`src/rtl/seq_detect_ctrl.sv`:
```
// seq_detect_ctrl: configurable serial pattern detector with a run sequencer.
// A loadable pattern of 1..PW bits is compared against the most recent
// qualified serial bits. Matches may overlap and are counted with saturation.
// A non-zero threshold ends the run automatically when the count reaches it.
module seq_detect_ctrl #(
  parameter int PW = 8,
  parameter int CW = 8
) (
  input  logic                  clk,
  input  logic                  res,
  input  logic                  cfg_we,
  input  logic [PW-1:0]         cfg_pat,
  input  logic [$clog2(PW):0]   cfg_len,
  input  logic [CW-1:0]         cfg_thresh,
  input  logic                  start,
  input  logic                  stop,
  input  logic                  din,
  input  logic                  din_vld,
  output logic                  busy,
  output logic                  match,
  output logic [CW-1:0]         match_cnt,
  output logic                  done,
  output logic                  cfg_err
);

  localparam int LW = $clog2(PW) + 1;

  typedef enum logic [1:0] {
    ST_IDLE = 2'd0,
    ST_RUN  = 2'd1,
    ST_DONE = 2'd2
  } state_t;

  state_t          r_state;
  logic [PW-1:0]   r_pat;
  logic [LW-1:0]   r_len;
  logic [CW-1:0]   r_thresh;
  // Only PW-1 stored bits are needed: the incoming bit supplies the newest one.
  logic [PW-2:0]   r_hist;
  logic [LW-1:0]   r_fill;

  logic            w_len_ok;
  logic [PW-1:0]   w_shift;
  logic [PW-1:0]   w_mask;
  logic [LW:0]     w_fill_p1;
  logic            w_hit;
  logic [CW-1:0]   w_cnt_inc;
  logic [LW-1:0]   w_fill_inc;

  assign w_len_ok   = (cfg_len != {LW{1'b0}}) && (cfg_len <= LW'(PW));
  assign w_shift    = {r_hist, din};
  assign w_fill_p1  = {1'b0, r_fill} + (LW+1)'(1);
  assign w_hit      = (w_fill_p1 >= {1'b0, r_len}) &&
                      (((w_shift ^ r_pat) & w_mask) == {PW{1'b0}});
  assign w_cnt_inc  = (match_cnt == {CW{1'b1}}) ? match_cnt : (match_cnt + CW'(1));
  assign w_fill_inc = (r_fill == LW'(PW)) ? r_fill : (r_fill + LW'(1));

  // Compare mask: ones in the low r_len positions, upper pattern bits ignored.
  always_comb begin
    w_mask = {PW{1'b0}};
    for (int i = 0; i < PW; i++) begin
      w_mask[i] = (LW'(i) < r_len);
    end
  end

  // Controller: config loading, run sequencing, shifting, matching and counting.
  always_ff @(posedge clk) begin
    if (!res) begin
      r_state   <= ST_IDLE;
      r_pat     <= {PW{1'b0}};
      r_len     <= LW'(1);
      r_thresh  <= {CW{1'b0}};
      r_hist    <= {(PW-1){1'b0}};
      r_fill    <= {LW{1'b0}};
      busy      <= 1'b0;
      match     <= 1'b0;
      match_cnt <= {CW{1'b0}};
      done      <= 1'b0;
      cfg_err   <= 1'b0;
    end else begin
      match   <= 1'b0;
      cfg_err <= 1'b0;

      // Config is only accepted outside a run and with a legal length.
      if (cfg_we) begin
        if ((r_state != ST_RUN) && w_len_ok) begin
          r_pat    <= cfg_pat;
          r_len    <= cfg_len;
          r_thresh <= cfg_thresh;
        end else begin
          cfg_err  <= 1'b1;
        end
      end

      case (r_state)
        ST_IDLE, ST_DONE: begin
          if (start) begin
            r_hist    <= {(PW-1){1'b0}};
            r_fill    <= {LW{1'b0}};
            match_cnt <= {CW{1'b0}};
            done      <= 1'b0;
            busy      <= 1'b1;
            r_state   <= ST_RUN;
          end
        end
        ST_RUN: begin
          if (stop) begin
            busy    <= 1'b0;
            r_state <= ST_IDLE;
          end else if (din_vld) begin
            r_hist <= w_shift[PW-2:0];
            r_fill <= w_fill_inc;
            if (w_hit) begin
              match     <= 1'b1;
              match_cnt <= w_cnt_inc;
              if ((r_thresh != {CW{1'b0}}) && (w_cnt_inc == r_thresh)) begin
                done    <= 1'b1;
                busy    <= 1'b0;
                r_state <= ST_DONE;
              end
            end
          end
        end
        default: begin
          busy    <= 1'b0;
          r_state <= ST_IDLE;
        end
      endcase
    end
  end

endmodule

```
`config.mk`:
```
export PLATFORM = sky130hd
export DESIGN_NAME = seq_detect_ctrl
export DESIGN_NICKNAME = d
export VERILOG_FILES = /design/src/rtl/seq_detect_ctrl.sv
export SDC_FILE = /design/constraint.sdc
export NUM_CORES = 1
export LEC_CHECK = 0
export BUFFER_PORTS_ARGS = -buffer_cell sky130_fd_sc_hd__buf_2
export CELL_PAD_IN_SITES_DETAIL_PLACEMENT = 0
export CELL_PAD_IN_SITES_GLOBAL_PLACEMENT = 1
export CORE_MARGIN = 1
export CORE_UTILIZATION = 25
export DETAILED_ROUTE_END_ITERATION = 12
export PLACE_DENSITY_LB_ADDON = 0.12
export SYNTH_ARGS = -nofsm -noshare
export SYNTH_HDL_FRONTEND = slang
export SYNTH_SLANG_ARGS = --single-unit
export TNS_END_PERCENT = 5
```
`constraint.sdc`:
```
create_clock -name clk -period 5.5 [get_ports clk]
set_clock_uncertainty 0.2 [all_clocks]
set_input_delay 0.825 -clock clk [delete_from_list [all_inputs] [get_ports clk]]
set_output_delay 0.825 -clock clk [all_outputs]
set_load 0.005 [all_outputs]
```
==> flow_summary_export.csv, run 1 <==
group,metric,value,unit
floorplanning,die_area,0.01027,mm2
power,powerDensity,234.3,mW/mm2
finish,antenna-diode-count,0,
floorplanning,design.core.area,0.009415,mm2
global_route,grt_max_degree,41,
synth,synth_top_area_cell,"dfxtp_1",
power,swShare,29.58,%
synth,postSynthCellCount,284,
global_route,grt_pass1_wl,10560,um
flow_run,max-cap-violations,0,
sta,slew_headroom,35.89,%
sta,finalWorstPathRequiredPeriod,3.082,ns
route,drt_iter0_drc,61,
route,drtAntennaViolNets,0,
critical_path,arrival,3.09,ns
synth,avgSynthCellArea,8.684,um2
floorplanning,num_rows,35,
sta,worst_slew_pin_slew,0.9597,ns
sta,period_share,56.04,%
sta,hold_viol,0,
cts,cts-root-buf,"clkbuf_8",
critical_path,critPathRequiredTime,5.51,ns
floorplanning,die_x,101.3,um
floorplanning,ioPinCount,39,
cts,cts_resized,0,
synth,syn_area,0.002466,mm2
hold_path,hold_path_depth,1,
place,gp_congestion,0.7222,
critical_path,endpoint_kind,"register",
cts,cts_setup_buffers,0,
synth,synth_top_cell_area_share,36.53,%
cts,cts_inserted_buffers,5,
finish,post_route_cells_drive_above_1_share,16.93,%
synth,ys_seq_area_share,36.53,%
power,p_int,472.6,uW
cts,cts_hold_buf,0,
sta,timing.fmax,324.5,MHz
synth,syn-num-nets,318,
critical_path,crit_type,"reg2reg",
place,portBuffers,38,
sta,setup-violations-final,0,
synth,synth_flop_cell,"dfxtp_1",
synth,async_flop_share,0,%
hold_path,hp-class,"reg2reg",
cts,clkSinkCount,45,
sta,finalMaxSlewViolations,0,
synth,synth_common_cells,"dfxtp_1 (45), nand2_1 (24), nor2b_1 (24)",
cts,clk_latency,0.30,ns
cts,clk_pin_slew,0.10,ns
synth,synth-warning-count,0,
finish,fin_nets,352,
critical_path,crit_fanout,6,
place,hpwl,4843,um
route,routedWlPerCell,14.64,um
route,drtPass1Iterations,4,
cts,cts_tree,"built",
finish,syn_to_final_growth,16.13,%
global_route,overflow,0,
power,power_leakage,1.165,nW
sta,rsz0062_at_grt,"no",
route,remaining_drc_errors,0,
route,routed_wl,6560,um
power,pwr-share-seq,52.2,%
power,combPwrFrac,14.0,%
synth,synth_seq_cells,45,
floorplanning,die_y,101.3,um
route,vias,2075,
power,pwr-share-clk,33.8,%
cts,clock_path_buffers,2,
critical_path,reg2reg_depth,8,
synth,yosysUniqueCellTypes,51,
critical_path,start_kind,"register",
global_route,antenna_found_initial,0,
route,viasPerCell,4.632,
synth,ys_top_cells_by_area,"dfxtp_1 (37%), mux2i_1 (8.5%), nor2b_1 (6.1%), xnor2_1 (3.9%), nand2_1 (3.7%)",
outcome,run_status,"finished clean",
sta,setup_tns,0,ns
synth,synth.most_common_cell,"dfxtp_1",
global_route,grt_pass1_vias,1956,
finish,fillers,1019,
cts,htree_levels,2,
place,pre_cts_ws,2.375,ns
power,power.switching,198.5,uW
sta,postLayoutSetupSlackWorst,2.418,ns
floorplanning,initial_utilization,26.19,%
synth,synth-edff-count,0,
global_route,grtUsageTotal,13.44,%
power,ir_worst_vdd,0.09161,mV
-- layout by cell type (no fill, tap or decap), types with 2 or more instances in the layout --
| master | count |
|---|---|
| a211o_1 | 2 |
| a21boi_0 | 10 |
| a21o_1 | 3 |
| a21oi_1 | 11 |
| a31oi_1 | 5 |
| and2_1 | 3 |
| and3_1 | 2 |
| buf_2 | 38 |
| clkbuf_8 | 5 |
| dfxtp_1 | 45 |
| ha_1 | 7 |
| inv_1 | 6 |
| inv_6 | 2 |
| mux2i_1 | 21 |
| nand2_1 | 24 |
| nand2b_1 | 7 |
| nand3_1 | 14 |
| nand3_2 | 2 |
| nand4_1 | 5 |
| nor2_1 | 12 |
| nor2b_1 | 24 |
| nor3_1 | 5 |
| nor4_1 | 2 |
| o21a_1 | 3 |
| o21ai_0 | 17 |
| o31ai_1 | 2 |
| or3_1 | 2 |
| or4_1 | 2 |
| xnor2_1 | 11 |
| xor2_1 | 5 |
-- power groups by stage --
stage	clock network [mW]	logic, mW	registers (mW)
floorplan	0	0.0654	0.353
global placement	0	0.0954	0.358
detailed placement	0	0.0952	0.358
CTS	0.240	0.0955	0.351
global route	0.250	0.107	0.352
finish	0.227	0.0940	0.350
-- logic make-up (layout without fill, tap and decap cells) --
| logic type | Yosys count | after routing | share of synthesized area (%) |
|---|---|---|---|
| fa+ha+maj | 7 | 7 | 3.551 |
| compound gates | 61 | 61 | 15.83 |
| buf+inv | 18 | 53 | 3.145 |
| xor+xnor | 16 | 16 | 5.682 |
| mux | 21 | 21 | 8.524 |
| flops | 45 | 45 | 36.53 |
| simple gates | 116 | 116 | 26.74 |
-- critical path: stages (launching register included) --
cell and delay, ns:
dfxtp_1 0.41, inv_1 0.08, ha_1 0.31, ha_1 0.28, a211oi_1 0.06, o21ai_0 0.17
nor4b_1 0.68, nand4_1 0.47, o41ai_1 0.34
-- sequential cells by signal, summed over array words and instances, names as in the netlist --
name,flops
r_fill,4
r_pat,8
done,1
r_len,4
busy,1
r_hist,7
cfg_err,1
r_thresh,8
r_state,2
match_cnt,8
match,1
-- stage by stage --
| step | instances | util, % | hold WS [ns] | total power, mW | instance area [um2] |
|---|---|---|---|---|---|
| 6_report | 448 | 30.42 | 0.2820 | 0.6711 | 2864 |
| 5_1_grt | 448 | 30.42 | 0.3211 | 0.7093 | 2864 |
| 4_1_cts | 448 | 30.42 | 0.2893 | 0.6864 | 2864 |
| 3_5_place_dp | 440 | 29.42 | 0.2653 | 0.4534 | 2770 |
| 3_3_place_gp | 440 | 29.42 | 0.2503 | 0.4532 | 2770 |
| 2_1_floorplan | 284 | - | 0.2536 | 0.4188 | 2466 |
-- worst paths after layout --
path	start	end	slack [ns]
max	r_fill[0]	match_cnt[7]	2.42
min	done	done	0.28
max reg2reg	r_fill[0]	match_cnt[7]	2.42
min reg2reg	done	done	0.28
-- metal layers --
metal / GRT usage, % / vias to the layer above / wire [um]
li1: - / 1085 / -
met2: 20.46 / 43 / 2923
met3: 2.553 / 4 / 239
met1: 19.40 / 943 / 3359
met5: 0 / - / 0
met4: 3.344 / 0 / 38
-- final cells by class --
| cell class | count | area (um2) | share of cell area, % |
|---|---|---|---|
| Tap cell | 129 | 161.4 | 5.636 |
| Timing Repair Buffer | 39 | 197.7 | 6.903 |
| Inverter | 6 | 22.52 | 0.7864 |
| Clock inverter | 3 | 25.02 | 0.8737 |
| Clock buffer | 5 | 68.82 | 2.403 |
| Sequential cell | 45 | 900.9 | 31.45 |
| Multi-Input combinational cell | 221 | 1488 | 51.94 |
Note: power is estimated with default switching activity, not from simulation.
==> inputs of run 2 (changes only) <==
Clock period 5.5 ns to 3 ns, I/O delays scaled along.
==> run 2 against run 1 <==
  * Design area rose by 1.8%
  * Clock power rose by 78%
  * Register-to-register slack got worse by 2.1 ns
  * Via count rose by 2.2%
  * Sequential power rose by 83%
  * Hold slack got worse by 0.11 ns
  * Clock-buffer cell count did not move
  * Die area did not move
  * Utilization rose by 0.56 points
  * Non-clock buffer count rose by 7
  * Critical endpoint is now r_state[1]
  * Largest power group unchanged
==> flow_summary_export.csv, run 2 (synthesized netlist as in run 1, its figures left out) <==
group,metric,value,unit
outcome,run_status,"finished clean",
sta,setup-violations-final,0,
critical_path,endpoint_kind,"register",
power,finalPower,1.228,mW
critical_path,slowest_stage,"or4_4",
power,powerDensity,421.0,mW/mm2
place,placed_cells,447,
cts,cts_tree,"built",
finish,mostFrequentLayoutCells,"dfxtp_1 (45), buf_2 (38), nor2b_1 (24), nand2_1 (24), mux2i_1 (21)",
cts,clkSinkCount,45,
global_route,antenna_found_initial,0,
cts,cts_resized,0,
cts,clock_path_buffers,2,
floorplanning,die_x,101.3,um
route,routed_wl,6557,um
cts,cts-root-buf,"clkbuf_8",
route,viasPerCell,4.659,
critical_path,critPathRequiredTime,3.05,ns
sta,rsz0062_at_grt,"no",
sta,postLayoutSetupSlackWorst,0.2681,ns
finish,instances_no_fill,455,
power,ir_worst_vdd,0.1668,mV
hold_path,hold_end,"cfg_err",
route,drt_iter0_drc,52,
sta,worst_slew_pin_slew,0.8661,ns
cts,cts_setup_buffers,0,
critical_path,r2r-start,"match_cnt[1]",
cts,clk_latency,0.30,ns
critical_path,max_stage_delay,0.54,ns
global_route,grt_pass1_vias,2019,
global_route,overflow,0,
global_route,grtUsageTotal,13.63,%
route,routedWlPerCell,14.41,um
floorplanning,num_rows,35,
floorplanning,die_area,0.01027,mm2
sta,period_share,91.06,%
cts,clk_pin_slew,0.10,ns
finish,antenna-diode-count,0,
sta,slew_headroom,42.26,%
cts,cts_hold_buf,0,
flow_run,max-cap-violations,0,
hold_path,hold_start,"cfg_we",
finish,final_common_cell,"dfxtp_1",
cts,htree_levels,2,
critical_path,start_kind,"register",
critical_path,crit_type,"reg2reg",
hold_path,hold_path_depth,3,
route,vias,2120,
floorplanning,die_y,101.3,um
power,power_leakage,1.199,nW
critical_path,reg2reg_depth,8,
route,drtAntennaViolNets,0,
floorplanning,design.core.area,0.009415,mm2
global_route,grt_max_degree,28,
finish,fin_nets,359,
critical_path,r2r_slack,0.27,ns
floorplanning,initial_utilization,26.19,%
route,drtPass1Iterations,4,
sta,setup_tns,0,ns
global_route,grt_pass1_wl,10760,um
floorplanning,ioPinCount,39,
place,gp_congestion,0.7303,
hold_path,hp-class,"in2reg",
finish,fillers,1024,
finish,biggestRegsByFlops,"match_cnt (8), r_pat (8), r_thresh (8)",
place,portBuffers,38,
critical_path,r2r_end,"r_state[1]",
finish,syn_to_final_growth,18.26,%
critical_path,arrival,2.78,ns
finish,post_route_cells_drive_above_1_share,18.71,%
critical_path,crit_chain,"ha_1, and2_4, and3_1, nand2_1, o311a_1, or4_4, nor4b_2, o21a_1",
sta,finalWorstPathRequiredPeriod,2.732,ns
route,remaining_drc_errors,0,
sta,timing.fmax,366.1,MHz
sta,hold_viol,0,
sta,finalMaxSlewViolations,0,
place,hpwl,4895,um
place,pre_cts_ws,0.2609,ns
critical_path,crit_fanout,7,
cts,cts_inserted_buffers,5,
run 2: cell types whose count changed in the layout (fill, tap and decap cells not counted):
cell	delta
buf_4	+7
clkinv_4	+1
inv_6	-1
run 2: how the worst max path moves through the flow:
stage	slack (ns)	end	from	cells after the start
after floorplan	0.36	r_state[1]	match_cnt[0]	9
after global placement	0.25	r_state[1]	match_cnt[0]	8
after detailed placement	0.26	r_state[1]	match_cnt[0]	8
after CTS	0.23	r_state[1]	match_cnt[0]	8
after global routing	0.04	match_cnt[7]	r_fill[0]	10
final	0.27	r_state[1]	match_cnt[1]	8
run 2: critical path: cells and delay by family (launching register included):
family | cells | cell delay, ns
DFF | 1 | 0.46
AOI/OAI and AO/OA | 2 | 0.42
and+or+nand+nor | 5 | 1.28
adders and majority gates | 1 | 0.31
run 2: area by class of cell:
| cell class | count | area [um2] | area share [%] |
|---|---|---|---|
| Multi-Input combinational cell | 221 | 1488 | 51.01 |
| Sequential cell | 45 | 900.9 | 30.89 |
| Timing Repair Buffer | 46 | 250.2 | 8.580 |
| Tap cell | 129 | 161.4 | 5.534 |
| Clock buffer | 5 | 68.82 | 2.360 |
| Clock inverter | 3 | 25.02 | 0.8580 |
| Inverter | 6 | 22.52 | 0.7722 |
run 2: per-stage QoR:
step,hold slack (ns),area (um2),utilization [%]
after floorplan,0.2536,2466,-
after global placement,0.2683,2823,29.98
after detailed placement,0.2714,2823,29.98
after CTS,0.1647,2917,30.98
after global routing,0.1547,2917,30.98
final,0.1721,2917,30.98
run 2: where the power goes:
group          internal [mW]  switching [mW]  total, mW
clock                  0.169           0.235      0.404
sequential             0.618          0.0233      0.641
combinational         0.0854          0.0972      0.183
run 2: routing by layer:
| metal | GRT usage, % | routed length (um) | vias to the layer above |
|---|---|---|---|
| li1 | - | - | 1093 |
| met1 | 19.06 | 3341 | 986 |
| met2 | 21.35 | 2912 | 36 |
| met3 | 2.622 | 255 | 5 |
| met4 | 3.679 | 47 | 0 |
| met5 | 0 | 0 | - |
==> inputs of run 3 (changes only) <==
Settings changed: RECOVER_POWER set to 25.
==> run 3 against run 2 <==
  * Clock-buffer cell count stayed put
  * Design area is 0.82% lower
  * Cell count stayed put
  * Sequential power hardly changed
  * Flip-flop and latch count stayed put
  * Total power is 0.22% lower
  * Sequential share of layout area is 0.25 points higher
  * Hold slack worse by 0.0013 ns
  * Global-route usage stayed put
  * Utilization is 0.25 points lower
  * Clock power hardly changed
  * Critical path type unchanged
  * Critical endpoint unchanged
  * Largest power group unchanged
==> flow_summary_export.csv, run 3 (synthesized netlist as in run 1, its figures left out) <==
group,metric,value,unit
route,viasPerCell,4.697,
cts,clk_latency,0.30,ns
sta,timing.fmax,365.9,MHz
finish,instances_no_fill,455,
sta,rsz0062_at_grt,"no",
global_route,grt_pass1_vias,2019,
place,gp_congestion,0.7303,
place,place_area,0.002823,mm2
floorplanning,initial_utilization,26.19,%
sta,finalMaxSlewViolations,0,
finish,final_common_cell,"dfxtp_1",
critical_path,endpoint_kind,"register",
floorplanning,die_y,101.3,um
floorplanning,num_rows,35,
place,placed_cells,447,
critical_path,crit_type,"reg2reg",
global_route,overflow,0,
finish,fin_nets,359,
cts,clock_path_buffers,2,
place,portBuffers,38,
critical_path,critPathRequiredTime,3.05,ns
critical_path,crit_fanout,7,
flow_run,max-cap-violations,0,
route,drtPass1Iterations,4,
global_route,grt_max_degree,28,
global_route,grtUsageTotal,13.63,%
power,ir_worst_vdd,0.1668,mV
global_route,antenna_found_initial,0,
floorplanning,design.core.area,0.009415,mm2
route,routed_wl,6557,um
floorplanning,die_area,0.01027,mm2
finish,antenna-diode-count,0,
route,drtAntennaViolNets,0,
place,hpwl,4895,um
finish,fin_area,0.002893,mm2
finish,biggestRegsByFlops,"match_cnt (8), r_pat (8), r_thresh (8)",
sta,period_share,91.10,%
finish,mostFrequentLayoutCells,"dfxtp_1 (45), buf_2 (31), nor2b_1 (24), nand2_1 (24), mux2i_1 (21)",
sta,timing.hold.ws,0.1708,ns
sta,worst_slew_pin_slew,0.8561,ns
sta,slew_headroom,42.93,%
cts,cts_tree,"built",
sta,setup-violations-final,0,
cts,cts_hold_buf,0,
sta,finalWorstPathRequiredPeriod,2.733,ns
global_route,grt_pass1_wl,10760,um
floorplanning,ioPinCount,39,
outcome,run_status,"finished clean",
cts,cts_resized,0,
cts,clkSinkCount,45,
cts,cts-root-buf,"clkbuf_8",
critical_path,arrival,2.78,ns
power,power_leakage,1.155,nW
power,powerDensity,423.5,mW/mm2
route,routedWlPerCell,14.41,um
sta,hold_viol,0,
hold_path,hp-class,"in2reg",
cts,cts_inserted_buffers,5,
finish,post_route_cells_drive_above_1_share,15.34,%
sta,setup_tns,0,ns
route,vias,2137,
critical_path,start_kind,"register",
route,remaining_drc_errors,0,
cts,clk_pin_slew,0.10,ns
cts,cts_setup_buffers,0,
cts,htree_levels,2,
floorplanning,die_x,101.3,um
finish,syn_to_final_growth,17.30,%
route,drt_iter0_drc,53,
==> run 3: cell types whose count changed in the layout (fill, tap and decap cells not counted), sizes merged <==
cell	previous run	this run
buf	46	35
clkbuf	5	16
==> run 3: worst max-delay path, stage by stage (launching register included) <==
cell     delay [ns]
dfxtp_1        0.46
ha_1           0.31
and2_4         0.22
and3_1         0.23
nand2_1        0.07
o311a_1        0.30
or4_4          0.54
nor4b_2        0.22
o21a_1         0.13
==> run 3: worst paths after layout <==
check                     to  slack [ns]         start  depth (start not counted)
hold reg to reg    r_hist[6]        0.28     r_hist[6]                          2
setup / recovery  r_state[1]        0.27  match_cnt[1]                          8
setup reg to reg  r_state[1]        0.27  match_cnt[1]                          8
hold / removal       cfg_err        0.17        cfg_we                          3
==> run 3: area by class of cell <==
type | instances | area, um2
Clock buffer | 5 | 68.82
Inverter | 6 | 22.52
Clock inverter | 3 | 25.02
Sequential cell | 45 | 900.9
Timing Repair Buffer | 46 | 226.5
Multi-Input combinational cell | 221 | 1488
Fill cell | 1028 | 6523
Tap cell | 129 | 161.4
==> run 3: metrics by stage <==
step / worst slack (ns) / utilization (%) / total power [mW]
global route: 0.03703 / 30.72 / 1.299
CTS: 0.2316 / 30.98 / 1.261
detailed placement: 0.2609 / 29.98 / 0.8407
global placement: 0.2549 / 29.98 / 0.8406
finish: 0.2671 / 30.72 / 1.225
floorplan: 0.3610 / - / 0.7679
==> run 3: power by group <==
part / total (mW) / internal, mW / switching, mW
logic: 0.180 / 0.0829 / 0.0968
clock network: 0.404 / 0.169 / 0.236
registers: 0.641 / 0.618 / 0.0235
==> run 3: routing by layer <==
layer | up-vias | part of all wire (%) | global-route usage (%)
li1 | 1096 | - | -
met1 | 991 | 51 | 19.06
met2 | 45 | 44 | 21.35
met3 | 5 | 4.3 | 2.622
met4 | 0 | 0.72 | 3.679
met5 | - | 0 | 0
